==> src/rtl/nibble_add_seq_if.sv <==
// Operand/result bundle for the slice-serial adder: requester drives start/sub/a/b,
// the adder returns busy/done and the registered result flags.
interface nibble_add_seq_if #(
  parameter int NIBBLES = 4
) ();
  localparam int W = 4 * NIBBLES;

  logic         start;
  logic         sub;
  logic [W-1:0] a;
  logic [W-1:0] b;
  logic         busy;
  logic         done;
  logic [W-1:0] sum;
  logic         c_out;
  logic         ovf;

  // Handshake: start is sampled on a rising edge only while the adder is idle or
  // showing done; busy marks the RUN cycles, done is a one-cycle result-valid pulse.
  modport master (
    output start, sub, a, b,
    input  busy, done, sum, c_out, ovf
  );

  modport slave (
    input  start, sub, a, b,
    output busy, done, sum, c_out, ovf
  );
endinterface

==> src/rtl/nibble_add_seq.sv <==
// Slice-serial add/subtract: one 4-bit block carry-lookahead adder is reused for
// every nibble, LSB first, with the inter-slice carry held in a register.
module bcla_add_4 (
  output logic [3:0] sum,
  output logic       g,
  output logic       p,
  input  logic [3:0] a,
  input  logic [3:0] b,
  input  logic       c_in
);
  logic [3:0] gi;
  logic [3:0] pi;
  logic [3:0] c;

  assign gi   = a & b;
  assign pi   = a ^ b;
  assign c[0] = c_in;
  assign c[1] = gi[0] | (pi[0] & c_in);
  assign c[2] = gi[1] | (pi[1] & gi[0]) | (pi[1] & pi[0] & c_in);
  assign c[3] = gi[2] | (pi[2] & gi[1]) | (pi[2] & pi[1] & gi[0])
              | (pi[2] & pi[1] & pi[0] & c_in);
  assign sum  = pi ^ c;
  assign g    = gi[3] | (pi[3] & gi[2]) | (pi[3] & pi[2] & gi[1])
              | (pi[3] & pi[2] & pi[1] & gi[0]);
  assign p    = &pi;
endmodule

module nibble_add_seq #(
  parameter int NIBBLES = 4
) (
  input  logic                 clk,
  input  logic                 rst_n,
  nibble_add_seq_if.slave      bus,
  output logic [1:0]           dbg_state
);
  localparam int W     = 4 * NIBBLES;
  localparam int IDX_W = $clog2(NIBBLES);
  localparam logic [IDX_W-1:0] LAST_IDX = IDX_W'(NIBBLES - 1);

  typedef enum logic [1:0] {
    S_IDLE = 2'd0,
    S_RUN  = 2'd1,
    S_DONE = 2'd2
  } state_e;

  state_e           state_q, state_d;
  logic [W-1:0]     a_q, a_d;
  logic [W-1:0]     b_q, b_d;
  logic [W-1:0]     sum_q, sum_d;
  logic             carry_q, carry_d;
  logic             c_out_q, c_out_d;
  logic             ovf_q, ovf_d;
  logic [IDX_W-1:0] idx_q, idx_d;

  logic [3:0] a_sl;
  logic [3:0] b_sl;
  logic [3:0] add_sum;
  logic       add_g;
  logic       add_p;
  logic       slice_cout;
  logic       last_slice;
  logic       accept;

  assign a_sl = a_q[4*int'(idx_q) +: 4];
  assign b_sl = b_q[4*int'(idx_q) +: 4];

  bcla_add_4 u_add (
    .sum  (add_sum),
    .g    (add_g),
    .p    (add_p),
    .a    (a_sl),
    .b    (b_sl),
    .c_in (carry_q)
  );

  assign slice_cout = add_g | (add_p & carry_q);
  assign last_slice = (idx_q == LAST_IDX);
  assign accept     = ((state_q == S_IDLE) || (state_q == S_DONE)) && bus.start;

  // State register; the datapath registers share the same asynchronous clear.
  always_ff @(posedge clk or negedge rst_n) begin
    if (!rst_n) begin
      state_q <= S_IDLE;
      a_q     <= '0;
      b_q     <= '0;
      sum_q   <= '0;
      carry_q <= 1'b0;
      c_out_q <= 1'b0;
      ovf_q   <= 1'b0;
      idx_q   <= '0;
    end else begin
      state_q <= state_d;
      a_q     <= a_d;
      b_q     <= b_d;
      sum_q   <= sum_d;
      carry_q <= carry_d;
      c_out_q <= c_out_d;
      ovf_q   <= ovf_d;
      idx_q   <= idx_d;
    end
  end

  always_comb begin
    state_d = state_q;
    case (state_q)
      S_IDLE:  if (bus.start) state_d = S_RUN;
      S_RUN:   if (last_slice) state_d = S_DONE;
      S_DONE:  state_d = bus.start ? S_RUN : S_IDLE;
      default: state_d = S_IDLE;
    endcase
  end

  always_comb begin
    a_d     = a_q;
    b_d     = b_q;
    sum_d   = sum_q;
    carry_d = carry_q;
    c_out_d = c_out_q;
    ovf_d   = ovf_q;
    idx_d   = idx_q;
    if (accept) begin
      // Subtraction is a + ~b + 1: the +1 enters as the initial carry.
      a_d     = bus.a;
      b_d     = bus.sub ? ~bus.b : bus.b;
      carry_d = bus.sub;
      idx_d   = '0;
    end else if (state_q == S_RUN) begin
      sum_d[4*int'(idx_q) +: 4] = add_sum;
      carry_d = slice_cout;
      idx_d   = last_slice ? '0 : idx_q + IDX_W'(1);
      if (last_slice) begin
        c_out_d = slice_cout;
        ovf_d   = (a_q[W-1] ^ b_q[W-1] ^ add_sum[3]) ^ slice_cout;
      end
    end
  end

  always_comb begin
    bus.busy = (state_q == S_RUN);
    bus.done = (state_q == S_DONE);
  end

  assign bus.sum   = sum_q;
  assign bus.c_out = c_out_q;
  assign bus.ovf   = ovf_q;
  assign dbg_state = state_q;
endmodule

==> src/flat_wrapper.sv <==
// flat-port wrapper written by rule: the top's interface ports become plain ports
module nibble_add_seq_flat 
#(
  parameter int NIBBLES = 4
)
  (clk, rst_n, dbg_state, bus_start, bus_sub, bus_a, bus_b, bus_busy, bus_done, bus_sum, bus_c_out, bus_ovf);
  nibble_add_seq_if #(.NIBBLES(NIBBLES)) bus_i ();
  input  logic clk;
  input  logic rst_n;
  output logic [1:0] dbg_state;
  input wire logic [$bits(bus_i.start)-1:0] bus_start;
  input wire logic [$bits(bus_i.sub)-1:0] bus_sub;
  input wire logic [$bits(bus_i.a)-1:0] bus_a;
  input wire logic [$bits(bus_i.b)-1:0] bus_b;
  output wire logic [$bits(bus_i.busy)-1:0] bus_busy;
  output wire logic [$bits(bus_i.done)-1:0] bus_done;
  output wire logic [$bits(bus_i.sum)-1:0] bus_sum;
  output wire logic [$bits(bus_i.c_out)-1:0] bus_c_out;
  output wire logic [$bits(bus_i.ovf)-1:0] bus_ovf;
  assign bus_i.start = bus_start;
  assign bus_i.sub = bus_sub;
  assign bus_i.a = bus_a;
  assign bus_i.b = bus_b;
  assign bus_busy = bus_i.busy;
  assign bus_done = bus_i.done;
  assign bus_sum = bus_i.sum;
  assign bus_c_out = bus_i.c_out;
  assign bus_ovf = bus_i.ovf;
  nibble_add_seq #(.NIBBLES(NIBBLES)) u_core (.clk(clk), .rst_n(rst_n), .bus(bus_i), .dbg_state(dbg_state));
endmodule
==> config.mk <==
export PLATFORM = sky130hd
export DESIGN_NAME = nibble_add_seq_flat
export DESIGN_NICKNAME = d
export VERILOG_FILES = /design/src/rtl/nibble_add_seq_if.sv /design/src/rtl/nibble_add_seq.sv /design/src/flat_wrapper.sv
export SDC_FILE = /design/constraint.sdc
export NUM_CORES = 1
export LEC_CHECK = 0
export CORE_MARGIN = 4
export CORE_UTILIZATION = 51
export DETAILED_ROUTE_END_ITERATION = 12
export GPL_ROUTABILITY_DRIVEN = 0
export PLACE_DENSITY = 0.85
export SLEW_MARGIN = 10
export SYNTH_ARGS = -nofsm -noshare
export SYNTH_HDL_FRONTEND = slang
export SYNTH_HIERARCHICAL = 1
export SYNTH_SLANG_ARGS = --single-unit
==> constraint.sdc <==
create_clock -name clk -period 3.95 [get_ports clk]
set_input_delay 0.79 -clock clk [delete_from_list [all_inputs] [get_ports clk]]
set_output_delay 0.79 -clock clk [all_outputs]
set_load 0.05 [all_outputs]
==> qor.txt, run 1 <==
LOGIC SYNTHESIS
--------------------------------------------------------------------------------------------
Combinational family with the most area after synthesis                         multiplexers
Multiplexer area fraction after synthesis                                              0.140
Xor/xnor share of the synthesized area                                                0.0730
Post-Syn Area per Cell                                                             12.5 um^2
Seq/Total Area, Yosys                                                                  0.508
Number of nets in the synthesized netlist                                                264
Dominant synthesized flop cell                                                  sky130_fd_sc_hd__dfrtp_1
Basic-gate share of the synthesized area counting and, or, nand and nor cells         0.0887
Mapped Cells                                                                             217
Count of warnings emitted by yosys                                                         6
Number of enable-type register cells in the synthesized netlist                            0
Post-synthesis cell type count                                                            32
Post-synthesis async set-or-reset flop share                                            1.00
Synthesized area                                                                0.00271 mm^2
Complex-gate fraction of the synthesized area                                          0.102
Area share of fa/ha/maj cells after synthesis                                         0.0536
Post-synthesis register bit count                                                         55

DRT
--------------------------------------------------------------------------------------------
Met2 wire length                                                                     2630 um
Routed WL per cell                                                                   15.1 um
Routed met1 length                                                                   2130 um
Highest metal used                                                                      met4
DRC violation count after routing                                                          0
Met3 WL                                                                               334 um
Total wire length                                                                    5170 um
Total via count in the routed design                                                    1828
Antenna violation net count after detailed routing                                         0
Pre-antenna DRT Iters                                                                      5
Initial DRC Count                                                                         74
Vias per cell                                                                           5.33

RUN
--------------------------------------------------------------------------------------------
Max-cap violations                                                                         0

CTS
--------------------------------------------------------------------------------------------
CTS root buf                                                                    sky130_fd_sc_hd__clkbuf_8
Postcts setup bufs                                                                         0
Number of hold buffers added after cts                                                     0
Number of cells upsized or downsized after cts                                             0
Clock tree from TritonCTS                                                              built
Clock Sinks                                                                               55
Number of buffers between clock root and the deepest sink                                  2
Clk slew on worst S/H paths                                                          0.09 ns
CTS H-tree depth                                                                           2
Inserted Clock Buffers                                                                     5
Worst-skew pair later-pin latency                                                    0.31 ns

PLACED DESIGN
--------------------------------------------------------------------------------------------
Final HPWL from detailed placement                                                   4000 um
Worst slack, placed                                                                 0.900 ns
Count of buffers inserted at the top-level ports                                          57

FINAL LAYOUT
--------------------------------------------------------------------------------------------
Fraction of final layout cells with drive strength greater than 1                      0.147
Area added between synthesis and finish                                                26.1%
Diodes inserted                                                                            0
Area of all sequential standard cells                                           0.00138 mm^2
Area occupied by multi-input gates                                              0.00124 mm^2
Leading cell types in the layout, fill and taps excluded                        sky130_fd_sc_hd__clkdlybuf4s50_1, sky130_fd_sc_hd__dfrtp_1, sky130_fd_sc_hd__nand2_1, sky130_fd_sc_hd__o21ai_0, sky130_fd_sc_hd__xnor2_1
Number of fill cells                                                                     418
Layout net count                                                                         319
Fraction of the core area covered by cells at the end of the flow                      0.664
Most common cell after layout, fill and taps aside                              sky130_fd_sc_hd__clkdlybuf4s50_1

GRT
--------------------------------------------------------------------------------------------
Via count of the first global-routing pass                                              1778
Global-route wire length before repair                                               8400 um
Initial antenna violation count                                                            0
Pin count of the biggest net entering global routing                                      53
Remaining global-route overflow                                                            0
Global Route Usage Sum                                                                 0.170

CRITICAL PATH
--------------------------------------------------------------------------------------------
Data required, critical path                                                         4.19 ns
Setup CP Type                                                                   register to register
Arrival time at the worst endpoint                                                   3.31 ns
Endpoint of the worst-slack reg-to-reg timing path                              u_core/bus.ovf
Setup slack on the worst flop-to-flop path                                           0.87 ns
Worst-path cell chain                                                           mux4_2 > ha_1 > a21oi_1 > nand3_1 > xor2_1 > xnor3_1 > xnor2_1 > o21ai_0
Highest net fanout along the worst path                                                    8
Crit-path max cell delay                                                             0.62 ns
Depth of the most critical reg-to-reg path                                                 8
Crit-path slowest cell                                                          sky130_fd_sc_hd__dfrtp_1
Sort of element at the end of the critical path                                     register
Worst reg2reg path startpoint                                                   u_core/idx_q[0]
Type of origin of the critical path                                                 register

FLOORPLAN
--------------------------------------------------------------------------------------------
Die ar.                                                                         0.00654 mm^2
I/O pin total                                                                             58
Placement row count                                                                       26
Floorplan core area                                                             0.00514 mm^2
Initial Utilization                                                                    0.527
Die Height                                                                           80.9 um
X dimension of the die                                                               80.9 um

STA
--------------------------------------------------------------------------------------------
Total Neg Setup Slack                                                                   0 ns
Period Utilization, post-route                                                         0.779
Unrepaired setup endpoints after global routing                                        false
FMAX                                                                                 325 MHz
Final setup skew                                                                  0.00551 ns
Number of pins exceeding their max-slew limit in the final report                          0
Worst-Margin Slew                                                                   0.960 ns
Slack of the critical path                                                          0.873 ns
Time the worst path needs with I/O delays and setup                                  3.08 ns
Relative max-transition margin                                                         0.360
Final Hold Vio Count                                                                       0
Number of endpoints failing setup at the final stage                                       0

PWR
--------------------------------------------------------------------------------------------
Power per standard cell area                                                     936 mW/mm^2
Net Switching                                                                        1.41 mW
Clock group share of total power                                                       0.100
Sequential share of power                                                              0.311
Leakage power                                                                        1.48 nW
Internal power                                                                       1.79 mW
Net switching share of the total power                                                 0.441
Combinational fraction of design power                                                 0.588
Overall power consumption                                                            3.19 mW
Peak supply drop                                                                    0.425 mV

OUTCOME
--------------------------------------------------------------------------------------------
Status                                                                             completed

WORST HOLD PATH
--------------------------------------------------------------------------------------------
Tightest Hold Check Type                                                        input port to asynchronous set/reset pin

## power groups by stage
stage / registers [mW] / clock network [mW] / logic [mW]
global placement: 1.00 / 0 / 1.78
finish: 0.995 / 0.321 / 1.88
CTS: 1.00 / 0.331 / 1.87
global route: 1.03 / 0.356 / 2.04
floorplan: 1.13 / 0 / 1.24
detailed placement: 1.01 / 0 / 1.86
## stage by stage
| step | std cells | area [um^2] | hold slack, ns |
|---|---|---|---|
| finish | 343 | 3410 | 0.449 |
| global placement | 335 | 3320 | 0.460 |
| CTS | 343 | 3410 | 0.452 |
| detailed placement | 335 | 3320 | 0.474 |
| global route | 343 | 3410 | 0.481 |
| floorplan | 217 | 2710 | 0.445 |
## final cells by class
class,instances,share of cell area
Clock buffer,6,0.0242
Timing Repair Buffer,59,0.170
Multi-Input combinational cell,143,0.364
Sequential cell,55,0.403
Inverter,8,0.00879
Clock inverter,2,0.00476
Tap cell,70,0.0257
## worst max-delay path: cells and delay by family (launching register included)
family	cells	cell delay (ns)
and+or+nand+nor	1	0.12
AOI/OAI and AO/OA	2	0.37
xor gates and xnor gates	3	0.94
adders and majority gates	1	0.38
DFF	1	0.62
muxes	1	0.57
## how the worst max path moves through the flow
stage                          startpoint             end  slack, ns  cells after the start
after detailed placement  u_core/idx_q[0]  u_core/bus.ovf       0.90                      8
final                     u_core/idx_q[0]  u_core/bus.ovf       0.87                      8
after floorplan           u_core/idx_q[0]  u_core/bus.ovf       1.11                     10
after global placement    u_core/idx_q[0]  u_core/bus.ovf       1.00                      8
after CTS                 u_core/idx_q[0]  u_core/bus.ovf       0.86                      8
after global routing      u_core/idx_q[0]  u_core/bus.ovf       0.60                      8
## sequential cells by signal, indices dropped and copies added, names as in the netlist
name,cells
u_core/b_q,16
u_core/bus.sum,16
u_core/bus.c_out,1
u_core/a_q,16
u_core/dbg_state,2
u_core/bus.ovf,1
u_core/carry_q,1
u_core/idx_q,2
## layer usage
metal  track usage  vias to the layer above
li1              -                      878
met1         0.207                      875
met2         0.294                       68
met3        0.0410                        7
met4        0.0625                        0
met5             0                        -
## cell families after synthesis
kind of cell,after synthesis
flip-flops,55
AND/OR/NAND/NOR,44
AO/OA/AOI/OAI,41
multiplexers,26
XOR/XNOR,21
buffers and inverters,19
adder cells (fa/ha/maj),11
## Yosys cell counts, types with 2 or more instances
library cell,count,share of area
sky130_fd_sc_hd__a22o_1,15,0.049
sky130_fd_sc_hd__o31ai_1,2,0.0055
sky130_fd_sc_hd__nand3b_1,6,0.017
sky130_fd_sc_hd__nand3_1,4,0.0074
sky130_fd_sc_hd__mux2_2,16,0.067
sky130_fd_sc_hd__xnor2_1,19,0.061
sky130_fd_sc_hd__a21o_1,2,0.0055
sky130_fd_sc_hd__mux4_2,8,0.067
sky130_fd_sc_hd__nand2_1,22,0.030
sky130_fd_sc_hd__a21oi_1,2,0.0037
sky130_fd_sc_hd__inv_1,8,0.011
sky130_fd_sc_hd__mux2i_1,2,0.0074
sky130_fd_sc_hd__dfrtp_1,55,0.51
sky130_fd_sc_hd__buf_4,4,0.011
sky130_fd_sc_hd__o21ai_0,19,0.035
sky130_fd_sc_hd__clkbuf_1,2,0.0028
sky130_fd_sc_hd__ha_1,10,0.046
sky130_fd_sc_hd__nand2b_1,3,0.0069
sky130_fd_sc_hd__buf_2,5,0.0092
(Power assumes the default switching activity.)
==> run 2: changes to the inputs <==
--- a/config.mk
+++ b/config.mk
@@ -6,10 +6,10 @@
 export NUM_CORES = 1
 export LEC_CHECK = 0
 export CORE_MARGIN = 4
-export CORE_UTILIZATION = 51
+export CORE_UTILIZATION = 46
 export DETAILED_ROUTE_END_ITERATION = 12
 export GPL_ROUTABILITY_DRIVEN = 0
-export PLACE_DENSITY = 0.85
+export PLACE_DENSITY = 0.81
 export SLEW_MARGIN = 10
 export SYNTH_ARGS = -nofsm -noshare
 export SYNTH_HDL_FRONTEND = slang
==> constraint.sdc (replaced) <==
create_clock -name clk -period 2.8 [get_ports clk]
set_input_delay 0.56 -clock clk [delete_from_list [all_inputs] [get_ports clk]]
set_output_delay 0.56 -clock clk [all_outputs]
set_load 0.05 [all_outputs]
==> qor.txt, run 2 (same netlist as run 1, synthesis figures left out) <==
FLOORPLAN
--------------------------------------------------------------------------------
Placement row count                                                           27   +3.8%
Initial Utilization                                                        0.483   -0.0440
Die Height                                                               84.7 um   +4.8%
Floorplan core area                                                 0.00561 mm^2   +9.1%
I/O pin total                                                                 58   unchanged
X dimension of the die                                                   84.7 um   +4.8%
Die ar.                                                             0.00718 mm^2   +9.8%

DRT
--------------------------------------------------------------------------------
Routed WL per cell                                                       15.7 um   +4.4%
Vias per cell                                                               5.28   -0.97%
Total via count in the routed design                                        1842   +0.77%
Total wire length                                                        5490 um   +6.3%
Pre-antenna DRT Iters                                                          4   -1
Antenna violation net count after detailed routing                             0   unchanged
DRC violation count after routing                                              0   unchanged
Initial DRC Count                                                             46   -38%

CRITICAL PATH
--------------------------------------------------------------------------------
Type of origin of the critical path                                     register
Depth of the most critical reg-to-reg path                                     9   +1
Setup CP Type                                                       register to output pin
Setup slack on the worst flop-to-flop path                               0.30 ns   -0.57 ns
Sort of element at the end of the critical path                       output pin
Highest net fanout along the worst path                                        9   +1
Endpoint of the worst-slack reg-to-reg timing path                  u_core/bus.ovf
Arrival time at the worst endpoint                                       2.06 ns   -1.25 ns
Worst reg2reg path startpoint                                       u_core/idx_q[0]
Data required, critical path                                             2.24 ns   -1.95 ns

STA
--------------------------------------------------------------------------------
Period Utilization, post-route                                             0.935
Worst-Margin Slew                                                       0.763 ns   -0.196 ns
Unrepaired setup endpoints after global routing                            false
Number of pins exceeding their max-slew limit in the final report              0   unchanged
Total Neg Setup Slack                                                       0 ns   unchanged
FMAX                                                                     382 MHz
Number of endpoints failing setup at the final stage                           0   unchanged
Relative max-transition margin                                             0.491   +0.131
Final setup skew                                                      0.00649 ns   +0.000971 ns
Final Hold Vio Count                                                           0   unchanged
Time the worst path needs with I/O delays and setup                      2.62 ns

PWR
--------------------------------------------------------------------------------
Peak supply drop                                                        0.666 mV   +57%
Power per standard cell area                                        1310 mW/mm^2   +40%
Leakage power                                                            1.51 nW   +1.9%

CTS
--------------------------------------------------------------------------------
Inserted Clock Buffers                                                         5   unchanged
CTS root buf                                                        sky130_fd_sc_hd__clkbuf_8
CTS H-tree depth                                                               2   unchanged
Worst-skew pair later-pin latency                                        0.30 ns   about the same
Clk slew on worst S/H paths                                              0.09 ns   about the same
Number of buffers between clock root and the deepest sink                      2   unchanged
Clock tree from TritonCTS                                                  built
Clock Sinks                                                                   55   unchanged

FINAL LAYOUT
--------------------------------------------------------------------------------
Number of fill cells                                                         469   +12%
Fraction of final layout cells with drive strength greater than 1          0.173   +0.0268
Area occupied by multi-input gates                                  0.00126 mm^2   +1.3%
Leading cell types in the layout, fill and taps excluded            sky130_fd_sc_hd__clkdlybuf4s50_1, sky130_fd_sc_hd__dfrtp_1, sky130_fd_sc_hd__nand2_1, sky130_fd_sc_hd__o21ai_0, sky130_fd_sc_hd__xnor2_1
Diodes inserted                                                                0   unchanged
Post-Layout Inst Area                                               0.00347 mm^2   +1.6%
Area added between synthesis and finish                                    28.1%
Filler-free cell count of the finished design                                349   +1.7%
Most common cell after layout, fill and taps aside                  sky130_fd_sc_hd__clkdlybuf4s50_1
Area of all sequential standard cells                               0.00138 mm^2   about the same
Layout net count                                                             325   +1.9%

PLACED DESIGN
--------------------------------------------------------------------------------
Placed Area                                                         0.00338 mm^2   +2.0%
DP Cell Count                                                                343   +2.4%
Count of buffers inserted at the top-level ports                              57   unchanged
Final HPWL from detailed placement                                       4270 um   +6.8%

GRT
--------------------------------------------------------------------------------
Global-route wire length before repair                                   9620 um   +15%
Via count of the first global-routing pass                                  2059   +16%
Remaining global-route overflow                                                0   unchanged
Global Route Usage Sum                                                     0.168   -0.00188
Pin count of the biggest net entering global routing                          37   -30%
Initial antenna violation count                                                0   unchanged

OUTCOME
--------------------------------------------------------------------------------
Status                                                                 completed

RUN
--------------------------------------------------------------------------------
Max-cap violations                                                             0   unchanged

WORST HOLD PATH
--------------------------------------------------------------------------------
Tightest Hold Check Type                                            input port to asynchronous set/reset pin

==> run 2: cell types whose count changed in the layout (fill, tap and decap cells not counted), sizes merged <==
cell    change
buf         +6
clkbuf      -1
clkinv      -1
==> run 2: metal layers <==
layer	wire length, um	GRT usage	part of all wire
met2	2770	0.300	0.50
met4	106	0.0604	0.019
met5	0	0	0
met3	299	0.0353	0.054
met1	2320	0.200	0.42
==> run 2: repair_timing <==
| action | in CTS | in global routing |
|---|---|---|
| setup endpoints to repair | 0 | 1 |
| buffers inserted | 0 | 0 |
| hold buffers | 0 | 0 |
| gates resized for setup | 0 | 3 |
==> run 2: cell type report <==
class                   instances  share of cell area
flip-flops and latches         55               0.397
multi-input cells             143               0.362
repair buffers                 65               0.184
well taps                      72              0.0260
clock buffers                   5              0.0198
inverters                       8             0.00865
clock inverters                 1             0.00216
==> run 2: worst max path at each step <==
stage	endpoint	startpoint
2_1_floorplan	u_core/bus.ovf	u_core/idx_q[0]
3_3_place_gp	u_core/bus.ovf	u_core/idx_q[0]
3_5_place_dp	u_core/bus.ovf	u_core/idx_q[0]
4_1_cts	u_core/bus.ovf	u_core/idx_q[0]
5_1_grt	bus_busy	u_core/dbg_state[0]
6_report	bus_busy	u_core/dbg_state[0]
==> run 2: power by group <==
group	total [mW]	internal, mW	switching (mW)
registers	1.39	1.14	0.256
clock network	0.407	0.167	0.241
logic	2.74	1.24	1.50
total	4.54	2.54	2.00
==> run 2: stage by stage <==
| stage | setup slack (ns) | power, mW | hold slack (ns) | util |
|---|---|---|---|---|
| 2_1_floorplan | 0.00908 | 3.39 | 0.264 | - |
| 3_3_place_gp | 0.145 | 4.08 | 0.465 | 0.603 |
| 3_5_place_dp | 0.0106 | 4.21 | 0.473 | 0.603 |
| 4_1_cts | 0.0139 | 4.62 | 0.309 | 0.617 |
| 5_1_grt | 0.100 | 4.89 | 0.330 | 0.619 |
| 6_report | 0.182 | 4.54 | 0.301 | 0.619 |
==> run 2: worst max-delay path: stages (launching register included) <==
cell	delay [ns]
sky130_fd_sc_hd__dfrtp_1	0.50
sky130_fd_sc_hd__or2b_1	0.34
sky130_fd_sc_hd__inv_1	0.11
sky130_fd_sc_hd__clkdlybuf4s50_1	0.80
